$ cat config.mk
export PLATFORM = sky130hd
export DESIGN_NAME = queue_burst_reader
export DESIGN_NICKNAME = d
export VERILOG_FILES = /design/src/rtl/queue_burst_reader_pkg.sv /design/src/rtl/stage_fifo.sv /design/src/rtl/queue_burst_reader.sv
export SDC_FILE = /design/constraint.sdc
export NUM_CORES = 1
export LEC_CHECK = 0
export CORE_MARGIN = 8
export CORE_UTILIZATION = 53
export DETAILED_ROUTE_END_ITERATION = 6
export GPL_ROUTABILITY_DRIVEN = 1
export PLACE_DENSITY = 0.82
export SLEW_MARGIN = 30
export SYNTH_ARGS = -nofsm -noshare
export SYNTH_HDL_FRONTEND = slang
export SYNTH_HIERARCHICAL = 1
export SYNTH_SLANG_ARGS = --single-unit
export TNS_END_PERCENT = 10
$ cat constraint.sdc
create_clock -name sys_clk -period 3.4 [get_ports sys_clk]
set_input_delay 0.51 -clock sys_clk [delete_from_list [all_inputs] [get_ports sys_clk]]
set_output_delay 0.51 -clock sys_clk [all_outputs]
set_load 0.1 [all_outputs]
$ cat src/rtl/queue_burst_reader_pkg.sv
// Shared types and register map for the queue burst reader.
package queue_reader_pkg;

  typedef enum logic [1:0] {IDLE, READ, RELEASE} state_t;

  localparam logic [3:0] ADDR_DATA   = 4'h0;
  localparam logic [3:0] ADDR_STATUS = 4'h4;
  localparam logic [3:0] ADDR_CTRL   = 4'h8;

  localparam int ST_UNDERFLOW = 8;
  localparam int ST_STALL     = 9;
  localparam int ST_BUSY      = 10;

  localparam int CTRL_EN     = 0;
  localparam int CTRL_TH_LSB = 4;
  localparam int CTRL_TH_MSB = 8;
  localparam int TH_W        = CTRL_TH_MSB - CTRL_TH_LSB + 1;

endpackage

$ cat src/rtl/stage_fifo.sv
// Single-clock first-word-fall-through staging FIFO; count is one bit wider than the pointers.
module stage_fifo #(
  parameter int WIDTH = 16,
  parameter int DEPTH = 16
) (
  input  logic                     clk_i,
  input  logic                     rst_ni,
  input  logic                     push_i,
  input  logic                     pop_i,
  input  logic [WIDTH-1:0]         din_i,
  output logic [WIDTH-1:0]         dout_o,
  output logic [$clog2(DEPTH):0]   count_o,
  output logic                     empty_o,
  output logic                     full_o
);

  localparam int AW = $clog2(DEPTH);
  localparam int CW = AW + 1;

  logic [WIDTH-1:0] mem_q [DEPTH];
  logic [AW-1:0]    wr_q, rd_q;
  logic [CW-1:0]    cnt_q;
  logic             do_push, do_pop;

  assign empty_o = (cnt_q == '0);
  assign full_o  = (cnt_q == CW'(DEPTH));
  assign count_o = cnt_q;
  assign dout_o  = mem_q[rd_q];
  assign do_push = push_i && !full_o;
  assign do_pop  = pop_i && !empty_o;

  always_ff @(posedge clk_i) begin
    if (do_push) mem_q[wr_q] <= din_i;
  end

  always_ff @(posedge clk_i or negedge rst_ni) begin
    if (!rst_ni) begin
      wr_q  <= '0;
      rd_q  <= '0;
      cnt_q <= '0;
    end else begin
      if (do_push) wr_q <= wr_q + 1'b1;
      if (do_pop)  rd_q <= rd_q + 1'b1;
      case ({do_push, do_pop})
        2'b10:   cnt_q <= cnt_q + 1'b1;
        2'b01:   cnt_q <= cnt_q - 1'b1;
        default: cnt_q <= cnt_q;
      endcase
    end
  end

  // The burst gate upstream guarantees room for a whole burst before it starts.
  overflow_a: assert property (@(posedge clk_i) disable iff (!rst_ni) !(push_i && full_o));

endmodule

$ cat src/rtl/queue_burst_reader.sv
// Drains BURST_LEN samples from the queue on each interrupt into a staging FIFO read over APB.
module queue_burst_reader
  import queue_reader_pkg::*;
#(
  parameter int BURST_LEN   = 8,
  parameter int STAGE_DEPTH = 16,
  parameter int THRESH_RST  = 4
) (
  input  logic        sys_clk,
  input  logic        PRESETn,
  input  logic        q_interrupt,
  input  logic [15:0] q_data,
  output logic        q_read,
  output logic        q_enable,
  input  logic        PSEL,
  input  logic        PENABLE,
  input  logic        PWRITE,
  input  logic [3:0]  PADDR,
  input  logic [31:0] PWDATA,
  output logic [31:0] PRDATA,
  output logic        PREADY,
  output logic        irq_out
);

  localparam int CW = $clog2(STAGE_DEPTH) + 1;
  localparam int BW = (BURST_LEN > 1) ? $clog2(BURST_LEN) : 1;

  state_t          state_q, state_d;
  logic [BW-1:0]   beat_q, beat_d;
  logic            en_q, under_q, stall_q, irq_q;
  logic [TH_W-1:0] thresh_q, wr_thresh;
  logic            stall_set;

  logic            acc_rd, acc_wr, pop, fifo_empty;
  logic [15:0]     fifo_dout;
  logic [CW-1:0]   count, free;
  logic            unused_pwdata;

  assign acc_rd    = PSEL && PENABLE && !PWRITE;
  assign acc_wr    = PSEL && PENABLE && PWRITE;
  assign pop       = acc_rd && (PADDR == ADDR_DATA) && !fifo_empty;
  assign free      = CW'(STAGE_DEPTH) - count;
  assign PREADY    = 1'b1;
  assign irq_out   = irq_q;
  assign wr_thresh = PWDATA[CTRL_TH_MSB:CTRL_TH_LSB];
  assign unused_pwdata = ^{PWDATA[31:10], PWDATA[3:1]};

  stage_fifo #(.WIDTH(16), .DEPTH(STAGE_DEPTH)) u_fifo (
    .clk_i   (sys_clk),
    .rst_ni  (PRESETn),
    .push_i  (q_read),
    .pop_i   (pop),
    .din_i   (q_data),
    .dout_o  (fifo_dout),
    .count_o (count),
    .empty_o (fifo_empty),
    .full_o  ()
  );

  always_ff @(posedge sys_clk or negedge PRESETn) begin
    if (!PRESETn) begin
      state_q <= IDLE;
      beat_q  <= '0;
    end else begin
      state_q <= state_d;
      beat_q  <= beat_d;
    end
  end

  // Once in READ the burst runs to completion regardless of q_interrupt or en.
  always_comb begin
    state_d   = state_q;
    beat_d    = beat_q;
    q_read    = 1'b0;
    q_enable  = 1'b0;
    stall_set = 1'b0;
    case (state_q)
      IDLE: begin
        beat_d = '0;
        if (en_q && q_interrupt) begin
          if (free >= CW'(BURST_LEN)) state_d = READ;
          else                        stall_set = 1'b1;
        end
      end
      READ: begin
        q_read = 1'b1;
        beat_d = beat_q + 1'b1;
        if (beat_q == BW'(BURST_LEN - 1)) state_d = RELEASE;
      end
      RELEASE: begin
        q_enable = 1'b1;
        state_d  = IDLE;
      end
      default: state_d = IDLE;
    endcase
  end

  always_ff @(posedge sys_clk or negedge PRESETn) begin
    if (!PRESETn) begin
      en_q     <= 1'b0;
      thresh_q <= TH_W'(THRESH_RST);
      under_q  <= 1'b0;
      stall_q  <= 1'b0;
      irq_q    <= 1'b0;
    end else begin
      if (acc_wr && PADDR == ADDR_CTRL) begin
        en_q     <= PWDATA[CTRL_EN];
        thresh_q <= (int'(wr_thresh) > STAGE_DEPTH) ? TH_W'(STAGE_DEPTH) : wr_thresh;
      end
      // Flag sets take priority over a same-cycle W1C.
      if (acc_rd && PADDR == ADDR_DATA && fifo_empty) under_q <= 1'b1;
      else if (acc_wr && PADDR == ADDR_STATUS && PWDATA[ST_UNDERFLOW]) under_q <= 1'b0;
      if (stall_set) stall_q <= 1'b1;
      else if (acc_wr && PADDR == ADDR_STATUS && PWDATA[ST_STALL]) stall_q <= 1'b0;
      irq_q <= en_q && (thresh_q != '0) && (int'(count) >= int'(thresh_q));
    end
  end

  always_comb begin
    PRDATA = '0;
    if (acc_rd) begin
      case (PADDR)
        ADDR_DATA:   if (!fifo_empty) PRDATA[15:0] = fifo_dout;
        ADDR_STATUS: begin
          PRDATA[CW-1:0]       = count;
          PRDATA[ST_UNDERFLOW] = under_q;
          PRDATA[ST_STALL]     = stall_q;
          PRDATA[ST_BUSY]      = (state_q != IDLE);
        end
        ADDR_CTRL: begin
          PRDATA[CTRL_EN]                 = en_q;
          PRDATA[CTRL_TH_MSB:CTRL_TH_LSB] = thresh_q;
        end
        default: PRDATA = '0;
      endcase
    end
  end

endmodule
Word-level counts from Yosys, hierarchy flattened
Memories as Yosys holds them, arrays and structs flattened.
Index checks and enable logic that the tools add are counted.
- register bits: 27
- bits in latches: 0
- RAM bits: 256
- bits in read-only memories: 0
- input port bits: 58
- output and inout bits: 36
- memories: 1
- memories (name ; words ; width ; rd ports ; clocked after memory_dff ; wr ports ; line ; RTL):
    u_fifo.mem_q ; 16 ; 16 ; 1 ; 0 ; 1 ; stage_fifo.sv:20 ; logic [WIDTH-1:0] mem_q [DEPTH];
- add/subtract/negate cells: 6
- multiply operators: 0
- div/mod/pow operators: 0
- $lt $le $gt $ge: 3
- equal/unequal tests: 11
- shift-type cells: 0
- muxes and demuxes: 27
- bitwise logic cells: 0
- reductions and logical operators: 28
- operators by type and width (kind ; number):
    $mux W16 ; 2
    $pmux W3 S2 ; 3
    $logic_and A1 B1 Y1 ; 15
    $mux W1 ; 11
    $mux W5 ; 2
    $pmux W5 S2 ; 1
    $reduce_bool A2 Y1 ; 5
    $pmux W1 S3 ; 3
    $add A4 B1 Y4 const B ; 2
    $pmux W2 S2 ; 2
    $mux W2 ; 3
    $ne A2 B2 Y1 const B ; 3
    $add A5 B1 Y5 const B ; 1
    $eq A5 B5 Y1 const B ; 1
    $ge A5 B4 Y1 const B ; 1
    $ge A5 B5 Y1 ; 1
    $gt A5 B5 Y1 const B ; 1
    $logic_not A5 Y1 ; 1
    $reduce_bool A5 Y1 ; 1
    $sub A5 B1 Y5 const B ; 1
    $sub A5 B5 Y5 const A ; 1
    $eq A2 B1 Y1 const B ; 2
    $eq A2 B2 Y1 const B ; 2
    $eq A4 B3 Y1 const B ; 1
    other kinds (7) ; 9

Longest topological paths before layout
- depth after elaboration: 7
- depth in mapped cells: 16

Cells and area by module
Netlist, hierarchy kept.
- by module, submodules not included (module ; instances ; cells each ; area each (µm²) ; seq. area each (µm²)):
    stage_fifo ; 1 ; 555 ; 10895.4 ; 8012.7
    queue_burst_reader ; 1 ; 133 ; 1213.7 ; 351.6

Worst setup path after synthesis
No wires, ideal clock.
- kind: reg-to-output
- start point: reg u_fifo.rd_q[1]
- end point: out PRDATA[10]
- arrival: 2.886 ns
- required time: 2.890 ns
- setup slack: 0.004 ns
- stages on the path, launching flop included: 10
- path buffers: 3
- cell sequence: dfrtp_1 > buf_4 > and2_4 > buf_6 > buf_4 > a221oi_2 > o21ai_0 > nand2_1 > nand2_1 > a21oi_1
- word-level cells in the longest chain between the ends: 4
- RTL lines (what ; line ; RTL):
    start, declared ; stage_fifo.sv:21 ; logic [AW-1:0] wr_q, rd_q;
    start signal, assigned ; stage_fifo.sv:43 ; if (do_pop) rd_q <= rd_q + 1'b1;
    $mem_v2 Z16 W16 ; -- ;
    named net fifo_dout[10] ; queue_burst_reader.sv:35 ; logic [15:0] fifo_dout;
    $mux W16 ; queue_burst_reader.sv:123 ; ADDR_DATA: if (!fifo_empty) PRDATA[15:0] = fifo_dout;
    $pmux W2 S2 ; queue_burst_reader.sv:122 ; case (PADDR)
    $mux W16 ; queue_burst_reader.sv:121 ; if (acc_rd) begin
    end, declared ; queue_burst_reader.sv:20 ; output logic [31:0] PRDATA,
The timed path passes the listed nets, and every way through them passes these cells.

Final worst setup path
- start point: reg u_fifo.rd_q[2]
- end point: out PRDATA[4]
- word-level cells in the longest chain between the ends: 4
- RTL lines (what ; line):
    $mem_v2 Z16 W16 ; --
    named net fifo_dout[4] ; queue_burst_reader.sv:35
    $mux W16 ; queue_burst_reader.sv:123
    $pmux W1 S3 ; queue_burst_reader.sv:122
    $mux W16 ; queue_burst_reader.sv:121
The timed path passes the listed nets, and every way through them passes these cells.

==> metrics.md <==
| Metric | Value |
|---|---|
| Most common cell after layout, fill and taps aside | edfxtp_1 |
| Placed Instance Area | 0.01319 mm2 |
| First-pass GRT wire length | 40420 um |
| Post-Syn Area | 0.01211 mm2 |
| CORE AREA | 0.02250 mm2 |
| Leakage power figure | 4.931 nW |
| FF-to-FF Start | u_fifo/count_o[3] |
| Total power draw | 0.009791 W |
| Mean Syn Cell Area | 17.62 um2 |
| Initial drt markers | 550 |
| DR pass1 iterations | 5 |
| Largest net degree at the start of global routing | 37 |
| H-tree depth | 1 |
| Die Area | 0.02793 mm2 |
| Pins Over Slew Limit | 0 |
| Vias after detailed routing | 6609 |
| CTS tree | built |
| Worst endpoint data arrival time | 2.76 ns |
| WHS | 0.4572 ns |
| Status | complete, no violations |
| Grt total ovfl | 0 |
| Crit. End Element | output pin |
| Pwr/cell area | 694.1 mW/mm2 |
| Critical Path Start Type | register |
| Buf/Inv on CP | 2 |
| Fmax | 0.3058 GHz |
| N_diodes | 0 |
| Vias in the first global route | 6878 |
| Number of I/O pins | 94 |
| # setup viols final | 0 |
| Area growth syn-to-layout | 16.52% |
| Die X | 167.1 um |
| CP Cell Sequence | and2_4 -> buf_4 -> a221oi_2 -> o21ai_0 -> nand2_1 -> a22oi_1 -> nor2_1 -> buf_12 |
| R2r worst-path depth | 13 |
| Crit Path Max Fanout | 17 |
| Hold Crit Class | in2async |
| # DRC | 0 |
| Min cycle time layout | 3.271 ns |
| Fillcell total | 1518 |
| Worst-case clock buffer depth | 3 |
| Crit Reg-Reg Endpoint | u_fifo/count_o[4] |
| Drt wl/cell | 24.58 um |
| CP top delay family | simple AND/OR/NAND/NOR gates |
| Worst path required time | 2.89 ns |
| Root Driver | clkbuf_16 |
| Fin. Hold Viols | 0 |
| Die Y | 167.1 um |
| Final wirelength | 26720 um |
| Sink Count | 283 |
| Max Cap Viol | 0 |
| Worst reg-to-reg setup slack | 0.31 ns |
| Switching share of power | 29.16% |
| CP max-delay cell | dfrtp_1 |
| Fin nets | 857 |
| Antenna viol nets, final | 0 |
| Finished Layout Cells | 1087 |
| Gate power share | 23.6% |
| Max VDD drop | 0.0004071 V |
| Final setup TNS | 0 ns |
| Post-DP HPWL | 16840 um |
| Initial antenna violation count | 0 |
| Post-Syn Instances | 687 |
| Most frequent cells in the layout | edfxtp_1, mux2i_1, buf_4 |
| Finished layout cell area | 0.01410 mm2 |
| Layout cell share with drive strength beyond 1 | 25.06% |
| CP max stage delay | 0.52 ns |
| Initial core utilization | 53.79% |
| Total Routing Usage GR | 18.83% |
| RSZ-0062 raised after global routing | false |
| PortBufs | 51 |
| Final worst path period share | 96.19% |
| Clock latency on the worst-skew pair | 0.53 ns |
| Dpl cells | 1033 |
| Sw Pwr | 0.002855 W |
| Internal power | 0.006936 W |
| Vias per cell | 6.080 |
| Clock power frac | 29.9% |
| Least-Margin Pin Slew | 0.9855 ns |
| Post-Route Skew | 0.009032 ns |
| Site Rows | 55 |
| CTS buffer count | 28 |
| Synth warnings | 6 |
| Clk slew on worst S/H paths | 0.06 ns |
| Flop pwr share | 46.4% |
| WS Path Type | reg2out |
| Max_slew headroom | 34.09% |
| GP Congestion | 0.8400 |
==> stage by stage <==
step	worst slack (ns)	util, %
2_1_floorplan	0.004189	-
3_3_place_gp	0.04299	58.62
3_5_place_dp	-0.05817	58.62
4_1_cts	0.05181	62.59
5_1_grt	0.03076	62.68
6_report	0.1294	62.68
==> area by class of cell <==
type                            count  area [um2]  share of cell area, %
Multi-Input combinational cell    351        3331                  23.61
Clock inverter                     19       151.4                  1.073
Tap cell                          285       356.6                  2.528
Timing Repair Buffer              104        1111                  7.877
Clock buffer                       31       733.2                  5.198
Sequential cell                   283        8368                  59.33
Inverter                           14       53.80                 0.3814
==> worst register-to-register path, cell delays in order, from the launching register on <==
cell and delay (ns):
dfrtp_1 0.47, nor4_2 0.27, and2b_1 0.20, and2b_1 0.19
and2_1 0.15, nor2b_1 0.15, ha_1 0.20, buf_4 0.15
ha_1 0.28, nor2b_1 0.14, o21ai_1 0.18, a21oi_1 0.10
or3b_1 0.37, xnor2_1 0.13
==> power groups by stage <==
stage / logic [W] / registers (W) / clock network, W
after CTS: 0.00232 / 0.00455 / 0.00298
after global routing: 0.00247 / 0.00458 / 0.00311
after detailed placement: 0.00226 / 0.00465 / 0
after global placement: 0.00218 / 0.00460 / 0
after floorplan: 0.00169 / 0.00453 / 0
final: 0.00231 / 0.00455 / 0.00293
==> worst max path at each step <==
stage,start,to,slack [ns],cells past startpoint
after floorplan,u_fifo/rd_q[1],PRDATA[10],0.004,9
after global placement,PADDR[1],u_fifo/count_o[4],0.04,13
after detailed placement,PADDR[1],u_fifo/count_o[4],-0.06,13
after CTS,u_fifo/rd_q[2],PRDATA[4],0.05,8
after global routing,u_fifo/rd_q[2],PRDATA[6],0.03,8
final,u_fifo/rd_q[2],PRDATA[4],0.13,8
==> flip-flops by register name (all words and copies together), names as in the netlist <==
register and flops:
state_q 2, under_q 1, thresh_q 5, u_fifo/wr_q 4, u_fifo/rd_q 4, en_q 1
beat_q 3, stall_q 1, u_fifo/mem_q 256, irq_out 1, u_fifo/count_o 5
==> routing by layer <==
| layer | GRT usage (%) | up-vias | part of all wire [%] |
|---|---|---|---|
| met4 | 8.424 | 0 | 3.8 |
| met1 | 23.90 | 3324 | 39 |
| met3 | 3.903 | 65 | 8.9 |
| li1 | - | 2876 | - |
| met2 | 31.01 | 344 | 49 |
| met5 | 0 | - | 0 |
==> repair_timing <==
action	CTS	global route
endpoints found under the hold margin	0	16
buffers inserted	1	2
hold buffers	0	1
resized for setup	1	0
setup endpoints to repair	5	7
(Power assumes the default switching activity.)
